`config.mk`:
```
export PLATFORM = sky130hd
export DESIGN_NAME = multicycle_ctrl
export DESIGN_NICKNAME = d
export VERILOG_FILES = /design/src/rtl/multicycle_ctrl_pkg.sv /design/src/rtl/multicycle_ctrl_class_decode.sv /design/src/rtl/multicycle_ctrl.sv
export SDC_FILE = /design/constraint.sdc
export NUM_CORES = 1
export LEC_CHECK = 0
export CAP_MARGIN = 20
export CORE_MARGIN = 1
export CORE_UTILIZATION = 46
export DETAILED_ROUTE_END_ITERATION = 10
export MAX_ROUTING_LAYER = met4
export PLACE_DENSITY = 0.8
export SYNTH_ARGS = -nofsm -noshare
export SYNTH_HDL_FRONTEND = slang
export SYNTH_SLANG_ARGS = --single-unit
```
`constraint.sdc`:
```
create_clock -name clk -period 3.2 [get_ports clk]
set_clock_uncertainty 0.05 [all_clocks]
set_input_delay 0.8 -clock clk [delete_from_list [all_inputs] [get_ports clk]]
set_output_delay 0.8 -clock clk [all_outputs]
set_load 0.02 [all_outputs]
```
`src/rtl/multicycle_ctrl_pkg.sv`:
```
// Shared constants and types for the multi-cycle MIPS-subset sequencer.
package multicycle_ctrl_pkg;

  localparam int unsigned OP_W     = 6;
  localparam int unsigned FN_W     = 6;
  localparam int unsigned ALU_OP_W = 4;

  localparam logic [OP_W-1:0] OP_RTYPE = 6'h00;
  localparam logic [OP_W-1:0] OP_ADDI  = 6'h08;
  localparam logic [OP_W-1:0] OP_LW    = 6'h23;
  localparam logic [OP_W-1:0] OP_SW    = 6'h2B;

  localparam logic [FN_W-1:0] F_ADD  = 6'h20;
  localparam logic [FN_W-1:0] F_ADDU = 6'h21;
  localparam logic [FN_W-1:0] F_SUB  = 6'h22;
  localparam logic [FN_W-1:0] F_AND  = 6'h24;

  localparam logic [ALU_OP_W-1:0] ALU_ADD = 4'b0000;
  localparam logic [ALU_OP_W-1:0] ALU_SUB = 4'b0001;
  localparam logic [ALU_OP_W-1:0] ALU_AND = 4'b0010;

  typedef enum logic [3:0] {
    IDLE, FETCH, DECODE, EXECUTE, MEM_RD, MEM_WR, WB_ALU, WB_MEM, HALT
  } state_e;

  typedef enum logic [2:0] {
    CL_NONE, CL_RTYPE, CL_ADDI, CL_LW, CL_SW
  } iclass_e;

endpackage

```
`src/rtl/multicycle_ctrl_class_decode.sv`:
```
// Combinational opcode/funct classifier: instruction class, ALU op and legality.
module ctrl_class_decode
  import multicycle_ctrl_pkg::*;
(
  input  logic [OP_W-1:0]     opcode,
  input  logic [FN_W-1:0]     funct,
  output iclass_e             iclass_c,
  output logic [ALU_OP_W-1:0] alu_op_c,
  output logic                legal_c
);

  always_comb begin
    iclass_c = CL_NONE;
    alu_op_c = ALU_ADD;
    legal_c  = 1'b0;
    case (opcode)
      OP_RTYPE: begin
        case (funct)
          F_ADD, F_ADDU: begin iclass_c = CL_RTYPE; alu_op_c = ALU_ADD; legal_c = 1'b1; end
          F_SUB:         begin iclass_c = CL_RTYPE; alu_op_c = ALU_SUB; legal_c = 1'b1; end
          F_AND:         begin iclass_c = CL_RTYPE; alu_op_c = ALU_AND; legal_c = 1'b1; end
          default:       ;
        endcase
      end
      OP_ADDI: begin iclass_c = CL_ADDI; legal_c = 1'b1; end
      OP_LW:   begin iclass_c = CL_LW;   legal_c = 1'b1; end
      OP_SW:   begin iclass_c = CL_SW;   legal_c = 1'b1; end
      default: ;
    endcase
  end

endmodule

```
`src/rtl/multicycle_ctrl.sv`:
```
// Multi-cycle sequencer: steps instructions through fetch/decode/execute/mem/wb
// and arbitrates the shared memory port with a bounded req/ready handshake.
module multicycle_ctrl
  import multicycle_ctrl_pkg::*;
#(
  parameter int unsigned TIMEOUT_CYCLES = 16,
  parameter int unsigned CNT_W          = 32
) (
  input  logic                clk,
  input  logic                rst,
  input  logic                run,
  input  logic [31:0]         instr,
  input  logic                mem_ready,
  output logic                mem_req,
  output logic                mem_we,
  output logic                i_or_d,
  output logic                ir_load,
  output logic                pc_en,
  output logic                reg_write,
  output logic                reg_dst,
  output logic                alu_src_imm,
  output logic [ALU_OP_W-1:0] alu_op,
  output logic                mem_to_reg,
  output logic                busy,
  output logic                illegal,
  output logic                bus_err,
  output logic [CNT_W-1:0]    retired
);

  localparam int unsigned TO_W = $clog2(TIMEOUT_CYCLES + 1);

  state_e              state;
  state_e              nxt;
  iclass_e             cls;
  logic [TO_W-1:0]     tcnt;

  iclass_e             iclass_c;
  logic [ALU_OP_W-1:0] alu_op_c;
  logic                legal_c;
  logic                mem_state_c;
  logic                timeout_c;
  logic                retire_c;
  logic                unused_instr_bits;

  ctrl_class_decode u_dec (
    .opcode   (instr[31:26]),
    .funct    (instr[5:0]),
    .iclass_c (iclass_c),
    .alu_op_c (alu_op_c),
    .legal_c  (legal_c)
  );

  // Register/immediate fields are consumed by the datapath, not by the sequencer.
  assign unused_instr_bits = ^instr[25:6];

  assign mem_state_c = (state == FETCH) || (state == MEM_RD) || (state == MEM_WR);
  assign timeout_c   = mem_state_c && !mem_ready && (tcnt == TO_W'(TIMEOUT_CYCLES - 1));
  assign retire_c    = (state == WB_ALU) || (state == WB_MEM) || ((state == MEM_WR) && mem_ready);

  // IR/PC updates coincide with the fetch handshake completing.
  assign ir_load = (state == FETCH) && mem_ready;
  assign pc_en   = (state == FETCH) && mem_ready;

  always_comb begin
    nxt = state;
    case (state)
      IDLE:    if (run) nxt = FETCH;
      FETCH:   if (mem_ready) nxt = DECODE;
               else if (timeout_c) nxt = HALT;
      DECODE:  nxt = legal_c ? EXECUTE : IDLE;
      EXECUTE: begin
        case (cls)
          CL_LW:   nxt = MEM_RD;
          CL_SW:   nxt = MEM_WR;
          default: nxt = WB_ALU;
        endcase
      end
      MEM_RD:  if (mem_ready) nxt = WB_MEM;
               else if (timeout_c) nxt = HALT;
      MEM_WR:  if (mem_ready) nxt = IDLE;
               else if (timeout_c) nxt = HALT;
      WB_ALU:  nxt = IDLE;
      WB_MEM:  nxt = IDLE;
      HALT:    nxt = HALT;
      default: nxt = IDLE;
    endcase
  end

  // Outputs are registered from the next state so they line up with the state they describe.
  always_ff @(posedge clk or posedge rst) begin
    if (rst) begin
      state       <= IDLE;
      cls         <= CL_NONE;
      tcnt        <= '0;
      mem_req     <= 1'b0;
      mem_we      <= 1'b0;
      i_or_d      <= 1'b0;
      reg_write   <= 1'b0;
      mem_to_reg  <= 1'b0;
      busy        <= 1'b0;
      alu_op      <= ALU_ADD;
      alu_src_imm <= 1'b0;
      reg_dst     <= 1'b0;
      illegal     <= 1'b0;
      bus_err     <= 1'b0;
      retired     <= '0;
    end else begin
      state      <= nxt;
      tcnt       <= (mem_state_c && !mem_ready && (nxt == state)) ? tcnt + TO_W'(1) : '0;
      mem_req    <= (nxt == FETCH) || (nxt == MEM_RD) || (nxt == MEM_WR);
      mem_we     <= (nxt == MEM_WR);
      i_or_d     <= (nxt == MEM_RD) || (nxt == MEM_WR);
      reg_write  <= (nxt == WB_ALU) || (nxt == WB_MEM);
      mem_to_reg <= (nxt == WB_MEM);
      busy       <= (nxt != IDLE) && (nxt != HALT);

      // Datapath selects latch at decode and hold until the instruction ends.
      if ((state == DECODE) && legal_c) begin
        cls         <= iclass_c;
        alu_op      <= alu_op_c;
        alu_src_imm <= (iclass_c != CL_RTYPE);
        reg_dst     <= (iclass_c == CL_RTYPE);
      end else if (nxt == IDLE) begin
        cls         <= CL_NONE;
        alu_op      <= ALU_ADD;
        alu_src_imm <= 1'b0;
        reg_dst     <= 1'b0;
      end

      if ((state == DECODE) && !legal_c) illegal <= 1'b1;
      if (timeout_c) bus_err <= 1'b1;
      if (retire_c) retired <= retired + CNT_W'(1);
    end
  end

endmodule

```
==> flow_metrics.py, run 1 <==
metrics = {
    "cts": {
        "cts_tree": "done",
        "cts.sinks": 56,
        "numCtsBuffers": 5,
        "cts_max_level": 2,
        "cts.path.max_buffers": 2,
        "clkLatencyLatePin_ps": 300,
        "root_buffer": "clkbuf_8",
        "cts.clk_slew.worst_paths_ps": 90,
        "hold_buffers": 0,
    },
    "synthesis": {
        "synth.most_common_cell": "dfrtp_1",
        "synth_area_leaders": "dfrtp_1 53%, xnor2_1 7.6%, xor2_1 3.6%",
        "yosysWarnings": 0,
        "async_reset_ff_share_pct": 100,
        "ys_seq_area_share_pct": 52.9,
        "synth_edf_count": 0,
        "ys.flop_type": "dfrtp_1",
        "netlist_area_um2": 2650,
        "ys_ff_latch": 56,
        "synthDistinctLibCells": 49,
        "synth_cells": 246,
        "synth.top_cell.area_share_pct": 52.9,
        "yosysTopAreaCell": "dfrtp_1",
        "synthTopCellsByCount": "56 x dfrtp_1, 23 x xnor2_1, 20 x nand2_1, 20 x nor2_1, 15 x nand3_1",
        "avgSynthCellArea_um2": 10.8,
    },
    "power_and_ir_drop": {
        "clockPowerShare_pct": 23.8,
        "swShare_pct": 32.4,
        "powerDensity_nw_per_um2": 541,
        "power_mw": 1.87,
        "p_sw_uw": 606,
        "leakagePower_nw": 1.52,
        "worst_ir_drop_vdd_mv": 0.266,
        "pwr-share-seq_pct": 47.7,
        "combPwrFrac_pct": 28.5,
        "p_int_mw": 1.26,
    },
    "detailed_routing": {
        "num_vias": 2030,
        "vias_per_cell": 5.30,
        "drc": 0,
        "drt-pass1-iter-count": 4,
        "drt_wl_total_um": 5060,
        "drtIter0Drc": 136,
        "wl_per_cell_um": 13.2,
        "ant_nets": 0,
    },
    "placed_design": {
        "gp_congestion": 0.812,
        "place_ws_ps": -3.76,
        "dp_hpwl_um": 3790,
        "io_buffers": 61,
        "placed_area_um2": 3340,
    },
    "global_route": {
        "grt_overflow": 0,
        "antenna_found_initial": 0,
        "grt_usage_pct": 19.3,
        "grt_pass1_vias": 1984,
        "grt_pass1_wl_um": 8980,
        "grt_max_degree": 57,
    },
    "timing": {
        "setup_tns_ps": 0,
        "fin_crit_ps": 3060,
        "fmax_ghz": 0.326,
        "worstMarginPinSlew_ps": 659,
        "final-setup-viol-count": 0,
        "hold-worst-slack_ps": 430,
        "hold_violations": 0,
        "setup_ws_ps": 135,
        "final_max_slew_viol_count": 0,
        "fin_crit_sh_pct": 95.8,
        "rsz0062_at_grt": "false",
        "relSlewSlack_pct": 55.9,
    },
    "floorplan": {
        "num_rows": 27,
        "start_util_pct": 47.8,
        "chipWidth_um": 77.9,
        "die_area_um2": 6070,
        "die_h_um": 77.9,
        "core-area_um2": 5540,
        "ioPinCount": 84,
    },
    "worst_hold_path": {
        "whs_path_depth": 1,
        "holdCritStartpoint": "tcnt[0]$_DFF_PP0_",
        "hold_end": "tcnt[0]$_DFF_PP0_",
        "holdCritPathClass": "reg -> reg",
    },
    "cells_and_area": {
        "finalInstanceArea_um2": 3450,
        "antennaDiodeCount": 0,
        "regMostFlops": "retired",
        "top_regs": "retired x32, tcnt x5, state x4",
        "fin_nets": 349,
        "seq_area_um2": 1400,
        "n_fill_cell": 471,
        "multi_input_area_um2": 1160,
        "areaGrowthSynthToFinish_pct": 30.4,
        "largest_reg_flops": 32,
        "drive_gt1_share_pct": 8.04,
    },
    "run": {
        "maxCapViolCount": 0,
    },
    "critical_path": {
        "arrival_ps": 2210,
        "worstPathRequired_ps": 2350,
        "startpoint_type": "primary input",
        "r2r-end": "cls[0]$_DFFE_PP0P_",
        "r2r_start": "tcnt[0]$_DFF_PP0_",
        "cp_max_fo": 2,
        "crit_type": "in -> out",
        "critPathCaptureType": "output pin",
        "reg2reg_depth": 8,
        "reg2reg_setup_slack_ps": 580,
    },
    "outcome": {
        "status": "finished clean",
    },
}
-- power groups by stage --
stage          combinational, mW  sequential, mW  clock, mW
2_1_floorplan              0.314           0.920          0
3_3_place_gp               0.529           0.902          0
3_5_place_dp               0.538           0.905          0
4_1_cts                    0.538           0.891      0.455
5_1_grt                    0.589           0.913      0.501
6_report                   0.532           0.892      0.445
-- stage by stage --
step                utilization (%)  instances
CTS                            62.2        383
detailed placement             60.3        375
finish                         62.4        383
floorplan                         -        247
global placement               60.3        375
global route                   62.4        383
-- cells by family (layout without fill, tap and decap cells) --
group | after synthesis | after routing | share of synthesized area [%]
compound gates | 24 | 24 | 7.09
xor+xnor | 34 | 34 | 11.2
fa+ha+maj | 4 | 4 | 1.80
buf+inv | 20 | 84 | 3.59
flops | 56 | 56 | 52.9
mux | 2 | 2 | 0.850
other cells | 1 | 2 | 0.142
simple gates | 105 | 105 | 22.4
-- how the worst max path moves through the flow --
stage | slack, ps | to | start
floorplan | 390 | pc_en | mem_ready
global placement | 30 | ir_load | mem_ready
detailed placement | -4 | ir_load | mem_ready
CTS | 20 | pc_en | mem_ready
global route | 50 | pc_en | mem_ready
finish | 140 | pc_en | mem_ready
-- placed cells by master (no fill, tap or decap), types with 2 or more instances in the layout --
master | Yosys | routed
and2_1 | 2 | 2
clkbuf_8 | 0 | 5
o21ai_0 | 2 | 2
nor3b_1 | 2 | 2
mux2_2 | 2 | 2
nor3_1 | 4 | 4
a21oi_1 | 2 | 2
a21o_1 | 2 | 2
nand3b_1 | 5 | 5
xnor2_1 | 23 | 23
and3_1 | 5 | 5
a32o_1 | 3 | 3
dfrtp_1 | 56 | 56
a211oi_1 | 2 | 2
or2_2 | 2 | 2
a22o_1 | 4 | 4
nor2_1 | 20 | 20
nor4_1 | 5 | 4
inv_1 | 11 | 10
clkdlybuf4s50_1 | 0 | 60
nor4_2 | 1 | 2
nand4_1 | 12 | 12
nand2_1 | 20 | 20
xor2_1 | 11 | 11
buf_4 | 4 | 3
nand3_1 | 15 | 15
and4_1 | 2 | 2
ha_1 | 3 | 3
conb_1 | 1 | 2
-- what timing repair did --
| item | CTS | global route |
|---|---|---|
| resized for setup | 1 | 1 |
| buffers inserted | 0 | 0 |
| endpoints found under the setup margin | 1 | 1 |
| hold endpoints to repair | 0 | 0 |
-- final cells by class --
cell class / count / area share, %
tap: 72 / 2.61
timing repair buffer: 65 / 18.9
clock inverter: 2 / 1.01
sequential: 56 / 40.6
clock buffer: 6 / 2.10
inverter: 11 / 1.20
multi-input combinational: 171 / 33.6
-- metal layers --
layer	GRT usage (%)	vias to the layer above	share of wire, %
met1	23.4	988	44
met5	-	-	0
met4	3.96	0	0.71
met3	3.88	5	3.3
met2	33.5	45	52
li1	-	992	-
-- worst max-delay path, stage by stage --
cell	delay, ps
clkdlybuf4s50_1	470
nand2_1	70
nor4_2	210
clkdlybuf4s50_1	660
Note: power is estimated with default switching activity, not from simulation.
==> run 2: changes to the inputs <==
SKIP_CTS_REPAIR_TIMING = 1   (was unset)
==> flow_metrics.py, run 2 (synthesis gave the netlist of run 1 again) <==
metrics = {
    "worst_hold_path": {
        "holdCritStartpoint": "tcnt[0]$_DFF_PP0_",
        "hold_end": "tcnt[0]$_DFF_PP0_",
        "whs_path_depth": 1,
        "holdCritPathClass": "reg -> reg",
    },
    "detailed_routing": {
        "wl_met1_um": 2220,
        "drt_wl_total_um": 5060,
        "drt-pass1-iter-count": 4,
        "dr_wl_met3_um": 164,
        "num_vias": 2031,
        "drtIter0Drc": 137,
        "top_layer_used": "met4",
        "wl_per_cell_um": 13.2,
        "drc": 0,
        "wl_met2_um": 2640,
        "vias_per_cell": 5.30,
        "ant_nets": 0,
    },
    "cts": {
        "cts_max_level": 2,
        "cts_tree": "done",
        "clkLatencyLatePin_ps": 300,
        "cts.clk_slew.worst_paths_ps": 90,
        "cts.sinks": 56,
        "numCtsBuffers": 5,
        "cts.path.max_buffers": 2,
        "root_buffer": "clkbuf_8",
    },
    "critical_path": {
        "crit_type": "in -> out",
        "r2r_start": "tcnt[0]$_DFF_PP0_",
        "critPathCaptureType": "output pin",
        "reg2reg_depth": 8,
        "reg2reg_setup_slack_ps": 580,
        "worstPathRequired_ps": 2350,
        "startpoint_type": "primary input",
        "r2r-end": "cls[0]$_DFFE_PP0P_",
        "cp_max_fo": 2,
        "arrival_ps": 2220,
    },
    "cells_and_area": {
        "antennaDiodeCount": 0,
        "multi_input_area_um2": 1160,
        "final_cell_mix": "61 x clkdlybuf4s50_1, 56 x dfrtp_1, 23 x xnor2_1",
        "final_common_cell": "clkdlybuf4s50_1",
        "post-route-util_pct": 62.4,
        "top_regs": "retired x32, tcnt x5, state x4",
        "seq_area_um2": 1400,
        "regMostFlops": "retired",
        "areaGrowthSynthToFinish_pct": 30.5,
        "drive_gt1_share_pct": 8.04,
        "fin_nets": 349,
        "n_fill_cell": 470,
        "largest_reg_flops": 32,
    },
    "timing": {
        "setup_ws_ps": 127,
        "fin_crit_ps": 3070,
        "final_max_slew_viol_count": 0,
        "fmax_ghz": 0.325,
        "hold_violations": 0,
        "final-setup-viol-count": 0,
        "fin_crit_sh_pct": 96.0,
        "relSlewSlack_pct": 55.9,
        "rsz0062_at_grt": "false",
        "worstMarginPinSlew_ps": 659,
    },
    "floorplan": {
        "chipWidth_um": 77.9,
        "die_area_um2": 6070,
        "die_h_um": 77.9,
        "num_rows": 27,
        "start_util_pct": 47.8,
        "ioPinCount": 84,
        "core-area_um2": 5540,
    },
    "run": {
        "maxCapViolCount": 0,
    },
    "placed_design": {
        "dp_hpwl_um": 3790,
        "place_ws_ps": -3.76,
        "gp_congestion": 0.812,
        "io_buffers": 61,
    },
    "global_route": {
        "grt_pass1_vias": 1989,
        "antenna_found_initial": 0,
        "grt_usage_pct": 19.3,
        "grt_max_degree": 57,
        "grt_pass1_wl_um": 8980,
        "grt_overflow": 0,
    },
    "power_and_ir_drop": {
        "powerDensity_nw_per_um2": 542,
        "worst_ir_drop_vdd_mv": 0.266,
        "leakagePower_nw": 1.51,
    },
    "outcome": {
        "status": "finished clean",
    },
}
[run 2: stage by stage]
step	total power, mW	instances	setup TNS, ps	hold WS [ps]	instance area, um^2
4_1_cts	1.89	383	-4.00	427	3450
2_1_floorplan	1.23	247	0	383	2650
3_3_place_gp	1.43	375	0	398	3340
6_report	1.87	383	0	430	3460
5_1_grt	2.00	383	0	452	3460
3_5_place_dp	1.44	375	-3.76	412	3340
[run 2: final cells by class]
type | instances | area share, %
well taps | 72 | 2.61
flip-flops and latches | 56 | 40.6
clock buffers | 6 | 2.10
repair buffers | 65 | 18.9
inverters | 11 | 1.19
multi-input cells | 171 | 33.6
clock inverters | 2 | 1.01
[run 2: power breakdown]
| group | total (mW) | internal, mW | switching [mW] |
|---|---|---|---|
| logic | 0.535 | 0.249 | 0.286 |
| clock network | 0.445 | 0.232 | 0.212 |
| registers | 0.892 | 0.785 | 0.107 |
[run 2: worst max path at each step]
stage / start / endpoint / slack [ps] / cells after the start
floorplan: mem_ready / pc_en / 390 / 4
global placement: mem_ready / ir_load / 30 / 4
detailed placement: mem_ready / ir_load / -4 / 4
CTS: mem_ready / ir_load / -4 / 4
global route: mem_ready / ir_load / 20 / 4
finish: mem_ready / ir_load / 130 / 4
[run 2: critical path: stages]
cell and delay (ps):
clkdlybuf4s50_1 470, nand2_1 70, nor4_2 220, clkdlybuf4s50_1 660
[run 2: per-layer routing]
| metal | GRT usage [%] | up-vias |
|---|---|---|
| met5 | - | - |
| met2 | 33.5 | 43 |
| met4 | 3.96 | 0 |
| met1 | 23.4 | 990 |
| met3 | 3.88 | 5 |
| li1 | - | 993 |
==> run 3: changes to the inputs <==
SLEW_MARGIN = 10   (was unset)
==> results of run 3 <==
Same layout as run 2: the final DEF is identical, and so are final timing and power.
